$ cat config.mk
export PLATFORM = sky130hd
export DESIGN_NAME = control_sequencer_flat
export DESIGN_NICKNAME = d
export VERILOG_FILES = /design/src/rtl/control_sequencer_pkg.sv /design/src/rtl/control_sequencer_if.sv /design/src/rtl/control_sequencer_mem_wait_timer.sv /design/src/rtl/control_sequencer.sv /design/src/flat_wrapper.sv
export SDC_FILE = /design/constraint.sdc
export NUM_CORES = 1
export LEC_CHECK = 0
export BUFFER_PORTS_ARGS = -buffer_cell sky130_fd_sc_hd__buf_2
export CORE_MARGIN = 2
export CORE_UTILIZATION = 54
export DETAILED_ROUTE_END_ITERATION = 12
export GPL_TIMING_DRIVEN = 0
export PLACE_DENSITY = 0.84
export SLEW_MARGIN = 10
export SYNTH_ARGS = -nofsm -noshare
export SYNTH_HDL_FRONTEND = slang
export SYNTH_HIERARCHICAL = 1
export SYNTH_SLANG_ARGS = --single-unit
$ cat constraint.sdc
create_clock -name clk -period 5.2 [get_ports clk]
set_clock_uncertainty 0.05 [all_clocks]
set_input_delay 1.04 -clock clk [delete_from_list [all_inputs] [get_ports clk]]
set_output_delay 1.04 -clock clk [all_outputs]
set_load 0.01 [all_outputs]
$ cat src/rtl/control_sequencer_pkg.sv
// Shared definitions for the control sequencer: ALU operation codes,
// instruction opcodes, FSM state/step codes, opcode classes and the
// bundle of datapath control strobes.
package control_pkg;

  // ALU operation codes driven on alu_op
  typedef enum logic [3:0] {
    ALU_AND = 4'd0,
    ALU_OR  = 4'd1,
    ALU_ADD = 4'd2,
    ALU_SUB = 4'd3,
    ALU_SHR = 4'd4,
    ALU_SHL = 4'd5,
    ALU_ROR = 4'd6,
    ALU_ROL = 4'd7,
    ALU_MUL = 4'd8,
    ALU_DIV = 4'd9,
    ALU_NEG = 4'd10,
    ALU_NOT = 4'd11
  } alu_op_e;

  // Instruction opcodes (ir[31:27])
  localparam logic [4:0] OP_LD   = 5'b00000;
  localparam logic [4:0] OP_LDI  = 5'b00001;
  localparam logic [4:0] OP_ST   = 5'b00010;
  localparam logic [4:0] OP_ADD  = 5'b00011;
  localparam logic [4:0] OP_SUB  = 5'b00100;
  localparam logic [4:0] OP_AND  = 5'b00101;
  localparam logic [4:0] OP_OR   = 5'b00110;
  localparam logic [4:0] OP_NOP  = 5'b11010;
  localparam logic [4:0] OP_HALT = 5'b11011;

  // FSM states; the encoding doubles as the step debug code
  typedef enum logic [3:0] {
    ST_IDLE  = 4'd0,
    ST_T0    = 4'd1,
    ST_T1    = 4'd2,
    ST_T2    = 4'd3,
    ST_T3    = 4'd4,
    ST_T4    = 4'd5,
    ST_T5    = 4'd6,
    ST_T6    = 4'd7,
    ST_T7    = 4'd8,
    ST_HALT  = 4'd14,
    ST_FAULT = 4'd15
  } state_e;

  // Execution flavour of a decoded opcode
  typedef enum logic [2:0] {
    CLS_LD   = 3'd0,
    CLS_LDI  = 3'd1,
    CLS_ST   = 3'd2,
    CLS_ALU  = 3'd3,
    CLS_NOP  = 3'd4,
    CLS_HALT = 3'd5,
    CLS_ILL  = 3'd6
  } op_class_e;

  // All datapath control strobes for one step
  typedef struct packed {
    logic    pc_out;
    logic    z_low_out;
    logic    mdr_out;
    logic    c_out;
    logic    ba_out;
    logic    r_out;
    logic    pc_in;
    logic    mar_in;
    logic    mdr_in;
    logic    ir_in;
    logic    y_in;
    logic    z_in;
    logic    r_in;
    logic    gra;
    logic    grb;
    logic    grc;
    logic    inc_pc;
    logic    read;
    logic    write;
    alu_op_e alu_op;
  } ctrl_t;

  function automatic op_class_e op_class(input logic [4:0] opc);
    op_class_e cls;
    case (opc)
      OP_LD:   cls = CLS_LD;
      OP_LDI:  cls = CLS_LDI;
      OP_ST:   cls = CLS_ST;
      OP_ADD:  cls = CLS_ALU;
      OP_SUB:  cls = CLS_ALU;
      OP_AND:  cls = CLS_ALU;
      OP_OR:   cls = CLS_ALU;
      OP_NOP:  cls = CLS_NOP;
      OP_HALT: cls = CLS_HALT;
      default: cls = CLS_ILL;
    endcase
    return cls;
  endfunction

  function automatic alu_op_e alu_of(input logic [4:0] opc);
    alu_op_e op;
    case (opc)
      OP_ADD:  op = ALU_ADD;
      OP_SUB:  op = ALU_SUB;
      OP_AND:  op = ALU_AND;
      OP_OR:   op = ALU_OR;
      default: op = ALU_AND;
    endcase
    return op;
  endfunction

endpackage

$ cat src/rtl/control_sequencer_if.sv
// Bus between the control sequencer (master) and the datapath/instruction
// side (slave): run/ir/mem_ready inputs and every control strobe and status.
interface control_sequencer_if #(
  parameter int STEP_W = 4
);
  logic              run;
  logic [31:0]       ir;
  logic              mem_ready;
  logic              pc_out, z_low_out, mdr_out, c_out, ba_out, r_out;
  logic              pc_in, mar_in, mdr_in, ir_in, y_in, z_in, r_in;
  logic              gra, grb, grc;
  logic              inc_pc, read, write;
  logic [3:0]        alu_op;
  logic [STEP_W-1:0] step;
  logic              done, halted, fault, illegal;

  modport master (
    input  run, ir, mem_ready,
    output pc_out, z_low_out, mdr_out, c_out, ba_out, r_out,
           pc_in, mar_in, mdr_in, ir_in, y_in, z_in, r_in,
           gra, grb, grc, inc_pc, read, write, alu_op, step,
           done, halted, fault, illegal
  );

  modport slave (
    output run, ir, mem_ready,
    input  pc_out, z_low_out, mdr_out, c_out, ba_out, r_out,
           pc_in, mar_in, mdr_in, ir_in, y_in, z_in, r_in,
           gra, grb, grc, inc_pc, read, write, alu_op, step,
           done, halted, fault, illegal
  );
endinterface

$ cat src/rtl/control_sequencer_mem_wait_timer.sv
// Memory wait timer: counts cycles spent waiting for mem_ready and flags a
// timeout once WAIT_MAX unanswered cycles have elapsed.
module mem_wait_timer #(
  parameter int WAIT_W   = 4,
  parameter int WAIT_MAX = 15
) (
  input  logic clk,
  input  logic rst,
  input  logic clear_i,
  input  logic count_i,
  output logic timeout_o
);
  localparam logic [WAIT_W-1:0] LIMIT = WAIT_W'(WAIT_MAX);

  logic [WAIT_W-1:0] cnt_q, cnt_d;

  // Next count: clear on wait entry, saturate at the limit
  always_comb begin
    cnt_d = cnt_q;
    if (clear_i) begin
      cnt_d = '0;
    end else if (count_i && (cnt_q != LIMIT)) begin
      cnt_d = cnt_q + WAIT_W'(1);
    end else begin
      cnt_d = cnt_q;
    end
  end

  // Counter register
  always_ff @(posedge clk or posedge rst) begin
    if (rst) begin
      cnt_q <= '0;
    end else begin
      cnt_q <= cnt_d;
    end
  end

  assign timeout_o = (cnt_q == LIMIT);
endmodule

$ cat src/rtl/control_sequencer.sv
// Hardwired control sequencer: fetch / decode / execute FSM producing the
// datapath strobes. All outputs are registered from the next state, so they
// track the state register and never follow inputs combinationally.
// Optional macro CONTROL_SEQUENCER_RETIRE_COUNT_EN adds the 32-bit
// `retired` instruction counter output.
module control_sequencer
  import control_pkg::*;
#(
  parameter int OPCODE_W = 5,
  parameter int STEP_W   = 4,
  parameter int WAIT_W   = 4,
  parameter int WAIT_MAX = 15
) (
  input  logic clk,
  input  logic reset,
`ifdef CONTROL_SEQUENCER_RETIRE_COUNT_EN
  output logic [31:0] retired,
`endif
  control_sequencer_if.master bus
);

  state_e              state_q, state_d;
  logic [OPCODE_W-1:0] opcode_q, opcode_d;
  ctrl_t               ctrl_q, ctrl_d;
  logic                done_q, halted_q, fault_q, illegal_q;
  logic                retire_s, illegal_set_s, first_t1_s;
  logic                wait_s, clear_s, count_s, timeout_s;
  state_e              next_fetch_s;
  op_class_e           cls_s, cls_d;
  logic                unused_ir_s;

  assign opcode_d    = (state_q == ST_T2) ? bus.ir[31 -: OPCODE_W] : opcode_q;
  assign cls_s       = op_class(5'(opcode_q));
  assign cls_d       = op_class(5'(opcode_d));
  assign next_fetch_s = bus.run ? ST_T0 : ST_IDLE;
  assign unused_ir_s = ^bus.ir[31-OPCODE_W:0];

  // Wait steps, and the steps that always lead into one
  assign wait_s  = (state_q == ST_T1) ||
                   ((state_q == ST_T6) && (cls_s == CLS_LD)) ||
                   ((state_q == ST_T7) && (cls_s == CLS_ST));
  assign clear_s = (state_q == ST_T0) ||
                   ((state_q == ST_T5) && (cls_s == CLS_LD)) ||
                   ((state_q == ST_T6) && (cls_s == CLS_ST));
  assign count_s = wait_s && !bus.mem_ready && !timeout_s;

  mem_wait_timer #(
    .WAIT_W   (WAIT_W),
    .WAIT_MAX (WAIT_MAX)
  ) u_wait (
    .clk       (clk),
    .rst       (reset),
    .clear_i   (clear_s),
    .count_i   (count_s),
    .timeout_o (timeout_s)
  );

  // Next-state sequencing, retire and illegal-opcode detection
  always_comb begin
    state_d       = state_q;
    retire_s      = 1'b0;
    illegal_set_s = 1'b0;
    case (state_q)
      ST_IDLE: state_d = next_fetch_s;
      ST_T0:   state_d = ST_T1;
      ST_T1: begin
        if (bus.mem_ready)  state_d = ST_T2;
        else if (timeout_s) state_d = ST_FAULT;
        else                state_d = ST_T1;
      end
      ST_T2:   state_d = ST_T3;
      ST_T3: begin
        case (cls_s)
          CLS_LD, CLS_LDI, CLS_ST, CLS_ALU: state_d = ST_T4;
          CLS_HALT: state_d = ST_HALT;
          CLS_NOP: begin
            state_d  = next_fetch_s;
            retire_s = 1'b1;
          end
          default: begin
            state_d       = next_fetch_s;
            retire_s      = 1'b1;
            illegal_set_s = 1'b1;
          end
        endcase
      end
      ST_T4:   state_d = ST_T5;
      ST_T5: begin
        if ((cls_s == CLS_LD) || (cls_s == CLS_ST)) begin
          state_d = ST_T6;
        end else begin
          state_d  = next_fetch_s;
          retire_s = 1'b1;
        end
      end
      ST_T6: begin
        if (cls_s == CLS_ST)    state_d = ST_T7;
        else if (bus.mem_ready) state_d = ST_T7;
        else if (timeout_s)     state_d = ST_FAULT;
        else                    state_d = ST_T6;
      end
      ST_T7: begin
        if ((cls_s == CLS_LD) || bus.mem_ready) begin
          state_d  = next_fetch_s;
          retire_s = 1'b1;
        end else if (timeout_s) begin
          state_d = ST_FAULT;
        end else begin
          state_d = ST_T7;
        end
      end
      ST_HALT:  state_d = ST_HALT;
      ST_FAULT: state_d = ST_FAULT;
      default:  state_d = ST_FAULT;
    endcase
  end

  assign first_t1_s = (state_d == ST_T1) && (state_q != ST_T1);

  // Strobe decode for the state being entered (registered below)
  always_comb begin
    ctrl_d = '0;
    case (state_d)
      ST_T0: begin
        ctrl_d.pc_out = 1'b1;
        ctrl_d.mar_in = 1'b1;
        ctrl_d.inc_pc = 1'b1;
        ctrl_d.z_in   = 1'b1;
        ctrl_d.alu_op = ALU_ADD;
      end
      ST_T1: begin
        ctrl_d.read      = 1'b1;
        ctrl_d.mdr_in    = 1'b1;
        ctrl_d.z_low_out = first_t1_s;
        ctrl_d.pc_in     = first_t1_s;
      end
      ST_T2: begin
        ctrl_d.mdr_out = 1'b1;
        ctrl_d.ir_in   = 1'b1;
      end
      ST_T3: begin
        if (cls_d == CLS_ALU) begin
          ctrl_d.grb  = 1'b1;
          ctrl_d.r_out = 1'b1;
          ctrl_d.y_in = 1'b1;
        end else if ((cls_d == CLS_LD) || (cls_d == CLS_LDI) || (cls_d == CLS_ST)) begin
          ctrl_d.grb    = 1'b1;
          ctrl_d.ba_out = 1'b1;
          ctrl_d.y_in   = 1'b1;
        end else begin
          ctrl_d = '0;
        end
      end
      ST_T4: begin
        ctrl_d.z_in = 1'b1;
        if (cls_d == CLS_ALU) begin
          ctrl_d.grc    = 1'b1;
          ctrl_d.r_out  = 1'b1;
          ctrl_d.alu_op = alu_of(5'(opcode_d));
        end else begin
          ctrl_d.c_out  = 1'b1;
          ctrl_d.alu_op = ALU_ADD;
        end
      end
      ST_T5: begin
        ctrl_d.z_low_out = 1'b1;
        if ((cls_d == CLS_LD) || (cls_d == CLS_ST)) begin
          ctrl_d.mar_in = 1'b1;
        end else begin
          ctrl_d.gra  = 1'b1;
          ctrl_d.r_in = 1'b1;
        end
      end
      ST_T6: begin
        ctrl_d.mdr_in = 1'b1;
        if (cls_d == CLS_ST) begin
          ctrl_d.gra   = 1'b1;
          ctrl_d.r_out = 1'b1;
        end else begin
          ctrl_d.read = 1'b1;
        end
      end
      ST_T7: begin
        if (cls_d == CLS_ST) begin
          ctrl_d.write = 1'b1;
        end else begin
          ctrl_d.mdr_out = 1'b1;
          ctrl_d.gra     = 1'b1;
          ctrl_d.r_in    = 1'b1;
        end
      end
      default: ctrl_d = '0;
    endcase
  end

  // State, latched opcode, strobes and status registers
  always_ff @(posedge clk or posedge reset) begin
    if (reset) begin
      state_q   <= ST_IDLE;
      opcode_q  <= '0;
      ctrl_q    <= '0;
      done_q    <= 1'b0;
      halted_q  <= 1'b0;
      fault_q   <= 1'b0;
      illegal_q <= 1'b0;
    end else begin
      state_q   <= state_d;
      opcode_q  <= opcode_d;
      ctrl_q    <= ctrl_d;
      done_q    <= retire_s;
      halted_q  <= (state_d == ST_HALT);
      fault_q   <= (state_d == ST_FAULT);
      illegal_q <= illegal_q | illegal_set_s;
    end
  end

`ifdef CONTROL_SEQUENCER_RETIRE_COUNT_EN
  logic [31:0] retired_q;

  // Retired-instruction counter, moves together with the done pulse
  always_ff @(posedge clk or posedge reset) begin
    if (reset) begin
      retired_q <= 32'd0;
    end else if (retire_s) begin
      retired_q <= retired_q + 32'd1;
    end else begin
      retired_q <= retired_q;
    end
  end

  assign retired = retired_q;
`endif

  assign bus.pc_out    = ctrl_q.pc_out;
  assign bus.z_low_out = ctrl_q.z_low_out;
  assign bus.mdr_out   = ctrl_q.mdr_out;
  assign bus.c_out     = ctrl_q.c_out;
  assign bus.ba_out    = ctrl_q.ba_out;
  assign bus.r_out     = ctrl_q.r_out;
  assign bus.pc_in     = ctrl_q.pc_in;
  assign bus.mar_in    = ctrl_q.mar_in;
  assign bus.mdr_in    = ctrl_q.mdr_in;
  assign bus.ir_in     = ctrl_q.ir_in;
  assign bus.y_in      = ctrl_q.y_in;
  assign bus.z_in      = ctrl_q.z_in;
  assign bus.r_in      = ctrl_q.r_in;
  assign bus.gra       = ctrl_q.gra;
  assign bus.grb       = ctrl_q.grb;
  assign bus.grc       = ctrl_q.grc;
  assign bus.inc_pc    = ctrl_q.inc_pc;
  assign bus.read      = ctrl_q.read;
  assign bus.write     = ctrl_q.write;
  assign bus.alu_op    = ctrl_q.alu_op;
  assign bus.step      = STEP_W'(state_q);
  assign bus.done      = done_q;
  assign bus.halted    = halted_q;
  assign bus.fault     = fault_q;
  assign bus.illegal   = illegal_q;

endmodule

$ cat src/flat_wrapper.sv
// flat-port wrapper written by rule: the top's interface ports become plain ports
module control_sequencer_flat import control_pkg::*;
#(
  parameter int OPCODE_W = 5,
  parameter int STEP_W   = 4,
  parameter int WAIT_W   = 4,
  parameter int WAIT_MAX = 15
)
  (clk, reset, bus_run, bus_ir, bus_mem_ready, bus_pc_out, bus_z_low_out, bus_mdr_out, bus_c_out, bus_ba_out, bus_r_out, bus_pc_in, bus_mar_in, bus_mdr_in, bus_ir_in, bus_y_in, bus_z_in, bus_r_in, bus_gra, bus_grb, bus_grc, bus_inc_pc, bus_read, bus_write, bus_alu_op, bus_step, bus_done, bus_halted, bus_fault, bus_illegal);
  control_sequencer_if #(.STEP_W(STEP_W)) bus_i ();
  input  logic clk;
  input  logic reset;
  input wire logic [$bits(bus_i.run)-1:0] bus_run;
  input wire logic [$bits(bus_i.ir)-1:0] bus_ir;
  input wire logic [$bits(bus_i.mem_ready)-1:0] bus_mem_ready;
  output wire logic [$bits(bus_i.pc_out)-1:0] bus_pc_out;
  output wire logic [$bits(bus_i.z_low_out)-1:0] bus_z_low_out;
  output wire logic [$bits(bus_i.mdr_out)-1:0] bus_mdr_out;
  output wire logic [$bits(bus_i.c_out)-1:0] bus_c_out;
  output wire logic [$bits(bus_i.ba_out)-1:0] bus_ba_out;
  output wire logic [$bits(bus_i.r_out)-1:0] bus_r_out;
  output wire logic [$bits(bus_i.pc_in)-1:0] bus_pc_in;
  output wire logic [$bits(bus_i.mar_in)-1:0] bus_mar_in;
  output wire logic [$bits(bus_i.mdr_in)-1:0] bus_mdr_in;
  output wire logic [$bits(bus_i.ir_in)-1:0] bus_ir_in;
  output wire logic [$bits(bus_i.y_in)-1:0] bus_y_in;
  output wire logic [$bits(bus_i.z_in)-1:0] bus_z_in;
  output wire logic [$bits(bus_i.r_in)-1:0] bus_r_in;
  output wire logic [$bits(bus_i.gra)-1:0] bus_gra;
  output wire logic [$bits(bus_i.grb)-1:0] bus_grb;
  output wire logic [$bits(bus_i.grc)-1:0] bus_grc;
  output wire logic [$bits(bus_i.inc_pc)-1:0] bus_inc_pc;
  output wire logic [$bits(bus_i.read)-1:0] bus_read;
  output wire logic [$bits(bus_i.write)-1:0] bus_write;
  output wire logic [$bits(bus_i.alu_op)-1:0] bus_alu_op;
  output wire logic [$bits(bus_i.step)-1:0] bus_step;
  output wire logic [$bits(bus_i.done)-1:0] bus_done;
  output wire logic [$bits(bus_i.halted)-1:0] bus_halted;
  output wire logic [$bits(bus_i.fault)-1:0] bus_fault;
  output wire logic [$bits(bus_i.illegal)-1:0] bus_illegal;
  assign bus_i.run = bus_run;
  assign bus_i.ir = bus_ir;
  assign bus_i.mem_ready = bus_mem_ready;
  assign bus_pc_out = bus_i.pc_out;
  assign bus_z_low_out = bus_i.z_low_out;
  assign bus_mdr_out = bus_i.mdr_out;
  assign bus_c_out = bus_i.c_out;
  assign bus_ba_out = bus_i.ba_out;
  assign bus_r_out = bus_i.r_out;
  assign bus_pc_in = bus_i.pc_in;
  assign bus_mar_in = bus_i.mar_in;
  assign bus_mdr_in = bus_i.mdr_in;
  assign bus_ir_in = bus_i.ir_in;
  assign bus_y_in = bus_i.y_in;
  assign bus_z_in = bus_i.z_in;
  assign bus_r_in = bus_i.r_in;
  assign bus_gra = bus_i.gra;
  assign bus_grb = bus_i.grb;
  assign bus_grc = bus_i.grc;
  assign bus_inc_pc = bus_i.inc_pc;
  assign bus_read = bus_i.read;
  assign bus_write = bus_i.write;
  assign bus_alu_op = bus_i.alu_op;
  assign bus_step = bus_i.step;
  assign bus_done = bus_i.done;
  assign bus_halted = bus_i.halted;
  assign bus_fault = bus_i.fault;
  assign bus_illegal = bus_i.illegal;
  control_sequencer #(.OPCODE_W(OPCODE_W), .STEP_W(STEP_W), .WAIT_W(WAIT_W), .WAIT_MAX(WAIT_MAX)) u_core (.clk(clk), .reset(reset), .bus(bus_i));
endmodule
# == After elaboration in Yosys (flattened, before gate mapping) ==
# Memory sizes are Yosys's and may differ from the RTL's.
# Cells that the tools add are included.
# totals
register_bits,39
latch_bits,0
ramBits,0
rom_bits,192
inputBits,36
out_inout_bits,31
elab_cells,143
n_memories,2
# classes
addsub,1
mul,0
div,0
magnitude_cmp,0
n_eq_ne,33
shifts,0
mux,51
bitwise_logic,1
n_reduce_logical,29
# mem_list
memory,depth,width,rd,rd_ports_with_merged_regs,write_ports,line_no,text
(name not given),32,3,1,0,0,control_sequencer_pkg.sv:85,case (opc)
(name not given),32,3,1,0,0,control_sequencer_pkg.sv:85,
# ops
operator,n
two-way mux 4 bit,10
case mux 4 bit (10 select lines),1
== test 4 x 3 -> 1 bit (second input constant),8
== test 4 bit (second input constant),6
two-way mux 1 bit,23
== test 4 x 2 -> 1 bit (second input constant),4
case mux 4 bit (2 select lines),2
== test 3 x 2 -> 1 bit (second input constant),4
case mux 1 bit (2 select lines),6
case mux 1 bit (3 select lines),4
== test 5 x 3 -> 1 bit (second input constant),2
logical OR 1 bit,9
== test 4 x 1 -> 1 bit (second input constant),2
logical AND 1 bit,8
== test 3 x 1 -> 1 bit (second input constant),2
== test 3 bit (second input constant),2
logical NOT 3 bit,2
case mux 2 bit (3 select lines),1
OR reduction 2 bit,3
OR reduction 6 bit,1
== test 5 x 2 -> 1 bit (second input constant),1
two-way mux 5 bit,1
OR reduction 5 bit,1
adder 4 x 1 -> 4 bit (second input constant),1
other kinds (9),11

# == Logic depth before layout (Yosys ltp) ==
# An unclocked memory read counts as a cell.
# logic_depth
ltp_word,10
depth_mapped,10
depth_no_buf,9

# == By module ==
# The synthesis kept the hierarchy.
# modules_own_cells
module,n_inst,cells_each,area_per_inst_um2,seq_area_each_um2
control_sequencer,1,179,1839.3,800.8
mem_wait_timer,1,21,232.7,100.1

# == Worst setup path before layout ==
# Ideal clock, no wire load.
# synth_path
kind,input-to-reg
startpoint,input port bus_mem_ready
endpoint,register u_core.ctrl_q (netlist bit u_core/bus.mdr_in)
setup_time_ps,73
arrival_time_ps,2328
required_time_ps,5077
path_slack_ps,2749
cell_stages,6
n_path_buf,0
cell_sequence,or2_2 -> a221o_1 -> a32oi_1 -> nand4_1 -> or2_1 -> a21boi_2
# synth_rtl
element,line_no,text
start: declaration,flat_wrapper.sv:15,input wire logic [$bits(bus_i.mem_ready)-1:0] bus_mem_ready;
end signal: assignment,control_sequencer.sv:209,ctrl_q <= ctrl_d;
end: declaration,control_sequencer.sv:24,"ctrl_t ctrl_q, ctrl_d;"

==> qor.yml <==
grt_pass1_vias: 1509
hold_violations: 0
wl_um: 4240
start_util_pct: 56.2
antenna_found_initial: 0
start_kind: "flip-flop"
rows: 22
ant_nets: 0
path_cells: "ha_1 > and3_4 > or2_2 > a221o_1 > a32oi_1 > nand4_1 > buf_4 > nand2_2 > o22ai_1"
wl_met3_um: 302
crit_buf_inv: 1
first_pass_iters: 5
grt_overflow: 0
fin_area_um2: 2430
ctsResizeCount: 0
grt_max_degree: 33
n_antenna_cell: 0
die-area_um2: 4350
synth_edf_count: 0
crit-reg2reg-launch: "u_core/u_wait/cnt_q[0]"
slowest_stage: "dfrtp_1"
path_class: "flip-flop to flip-flop"
clkTransAtPathRegs_ns: 0.07
rsz0062_at_grt: "no"
core_region_area_um2: 3690
drv_slew: 0
stdcell_count: 294
crit_path_end_kind: "flip-flop"
min_from: "u_core/bus.illegal"
yosysWarnings: 6
drive_gt1_share_pct: 37.0
die_h_um: 65.9
crit_fanout: 10
finalPower_w: 0.000531
synth_cells: 200
placed_area_um2: 2320
port_buffers: 37
hold_end: "u_core/bus.illegal"
run_status: "complete, no violations"
htreeDepth: 2
synthesis.area_um2: 2070
ir_drop_mv: 0.126
ctsHoldBuffers: 0
syn2layout_area_growth_pct: 17.2
clk-insertion-delay-late_ns: 0.29
yosys_most_used_dff: "dfrtp_1"
drt-vias-per-instance: 5.74
placedCellCount: 286
yosysSeqAreaShare_pct: 43.5
wl_met2_um: 1960
cts_tree: "built"
met1Wirelength_um: 1900
min_path_cells: 1
cts_buffer_depth: 2
nets: 282
maxCapViolCount: 0
tns_ns: 0
synth_seq_cells: 36
slew_headroom_pct: 52.9
arrival_ns: 2.58
cts_buffers: 5
die_w_um: 65.9
track_usage_pct: 21.0
max_stage_delay_ns: 0.41
route.detailed.wl_per_inst_um: 14.4
timing.rr.end: "u_core/bus.mar_in"
fmax_mhz: 406
clkSinkCount: 36
hold_path_class: "flip-flop to flip-flop"
reg2reg_depth: 9
worstMarginPinSlew_ns: 0.698
path_delay_family: "simple AND/OR/NAND/NOR gates"
hpwlAfterDp_um: 3120
rrSetupSlack_ns: 2.73
cts-root-buf: "clkbuf_8"
required_ns: 5.31
period_share_pct: 47.4
ios: 67
synth.distinct_cells: 71
num_vias: 1689
p_leak_nw: 1.20
top_layer: "met4"
fin_crit_ns: 2.47
drc: 0
power.density_nw_per_um2: 219
syn_avg_cell_area_um2: 10.4
gp_congestion: 0.940
drt_iter0_drc: 149
post-cts-setup-buffers: 0
setup_violations: 0
grt_pass1_wl_um: 6960
synthArstFlopShare_pct: 100
## placed cells by master (no fill, tap or decap), types with 2 or more instances in the layout
cell type / netlist / routed
or2_2: 2 / 2
nor2b_1: 2 / 2
a21boi_2: 2 / 2
a21oi_1: 9 / 9
nor3_1: 9 / 9
nor4_2: 2 / 2
clkbuf_8: 0 / 5
inv_2: 2 / 3
a21boi_0: 2 / 2
nand3_1: 8 / 8
mux2i_4: 2 / 2
o21ai_0: 4 / 4
buf_6: 4 / 4
conb_1: 1 / 2
nand4_1: 4 / 4
o21bai_1: 2 / 2
or3_1: 2 / 2
mux2_2: 2 / 2
buf_2: 5 / 42
mux2_4: 2 / 2
and3_1: 2 / 2
buf_4: 6 / 6
o311ai_0: 2 / 2
dfrtp_1: 36 / 36
a21o_1: 3 / 3
mux2i_1: 2 / 2
nor2_1: 14 / 14
nand2_1: 14 / 14
inv_1: 10 / 9
nand2b_1: 3 / 3
## layer usage
metal	vias to the layer above	GRT usage [%]
met2	73	32.7
met4	0	8.93
met5	-	0
met3	11	3.58
li1	811	-
met1	794	29.0
## sequential cells by signal, indices dropped and copies added, names as in the netlist, 2 cells and up
signal               flops
u_core/bus.step          4
u_core/opcode_q          5
u_core/u_wait/cnt_q      4
u_core/bus.alu_op        2
## synthesized netlist by cell type (all sizes together), types with 2 or more instances
cell type,number,area [um^2]
a21o,3,22.5
inv,12,45.1
a21oi,10,53.8
or2,3,18.8
o21bai,2,15.0
buf,15,115
nand2b,3,18.8
nand3,8,40.0
a211oi,2,20.0
a221o,2,21.3
mux2,4,52.6
mux2i,4,65.1
dfrtp,36,901
o311ai,2,17.5
and3,3,23.8
nor2,16,70.1
nand4,5,37.5
nor2b,3,26.3
or3,2,12.5
nor4,2,25.0
o21ai,4,20.0
a21boi,4,37.5
nand2,15,58.8
nor3,10,61.3
## kinds of logic (layout without fill, tap and decap cells)
kind of cell / after synthesis / after routing / synth area share [%]
multiplexers: 8 / 8 / 5.68
flip-flops: 36 / 36 / 43.5
buffers and inverters: 28 / 73 / 8.15
adder cells (fa/ha/maj): 1 / 1 / 0.604
AO/OA/AOI/OAI: 44 / 44 / 16.8
other: 1 / 2 / 0.181
XOR/XNOR: 2 / 2 / 0.846
AND/OR/NAND/NOR: 80 / 80 / 24.2
## power by group
part           switching [W]  internal (W)
sequential                 0      0.000280
combinational     0.00000876    0.00000407
clock              0.0000958      0.000142
## final cells by class
type                    instances  area, um^2
clock inverters                 2        35.0
multi-input cells             137        1010
fillers                       299        1260
plain buffers                  15         115
inverters                      13        53.8
repair buffers                 37         185
clock buffers                   6        72.6
flip-flops and latches         36         901
well taps                      48        60.1
## per-stage QoR
step                worst slack [ns]  hold WS (ns)  util (%)
floorplan                       2.75         0.462         -
global placement                2.47         0.405      62.9
detailed placement              2.46         0.409      62.9
CTS                             2.76         0.448      65.8
global route                    2.61         0.463      65.8
finish                          2.73         0.443      65.8
## worst reg2reg max path, cell delays in order, from the launching register on
cell and delay (ns):
dfrtp_1 0.41, ha_1 0.24, and3_4 0.21, or2_2 0.32, a221o_1 0.33, a32oi_1 0.16, nand4_1 0.20, buf_4 0.24
nand2_2 0.10, o22ai_1 0.08
## worst max-delay path by stage
stage	from	endpoint	slack, ns	cells after the start
2_1_floorplan	bus_mem_ready	u_core/bus.mdr_in	2.75	6
3_3_place_gp	bus_mem_ready	u_core/bus.mar_in	2.47	8
3_5_place_dp	bus_mem_ready	u_core/bus.mar_in	2.46	8
4_1_cts	u_core/u_wait/cnt_q[0]	u_core/bus.mar_in	2.76	9
5_1_grt	u_core/u_wait/cnt_q[0]	u_core/bus.mar_in	2.61	9
6_report	u_core/u_wait/cnt_q[0]	u_core/bus.mar_in	2.73	9
Power figures use the tool's default switching activity.
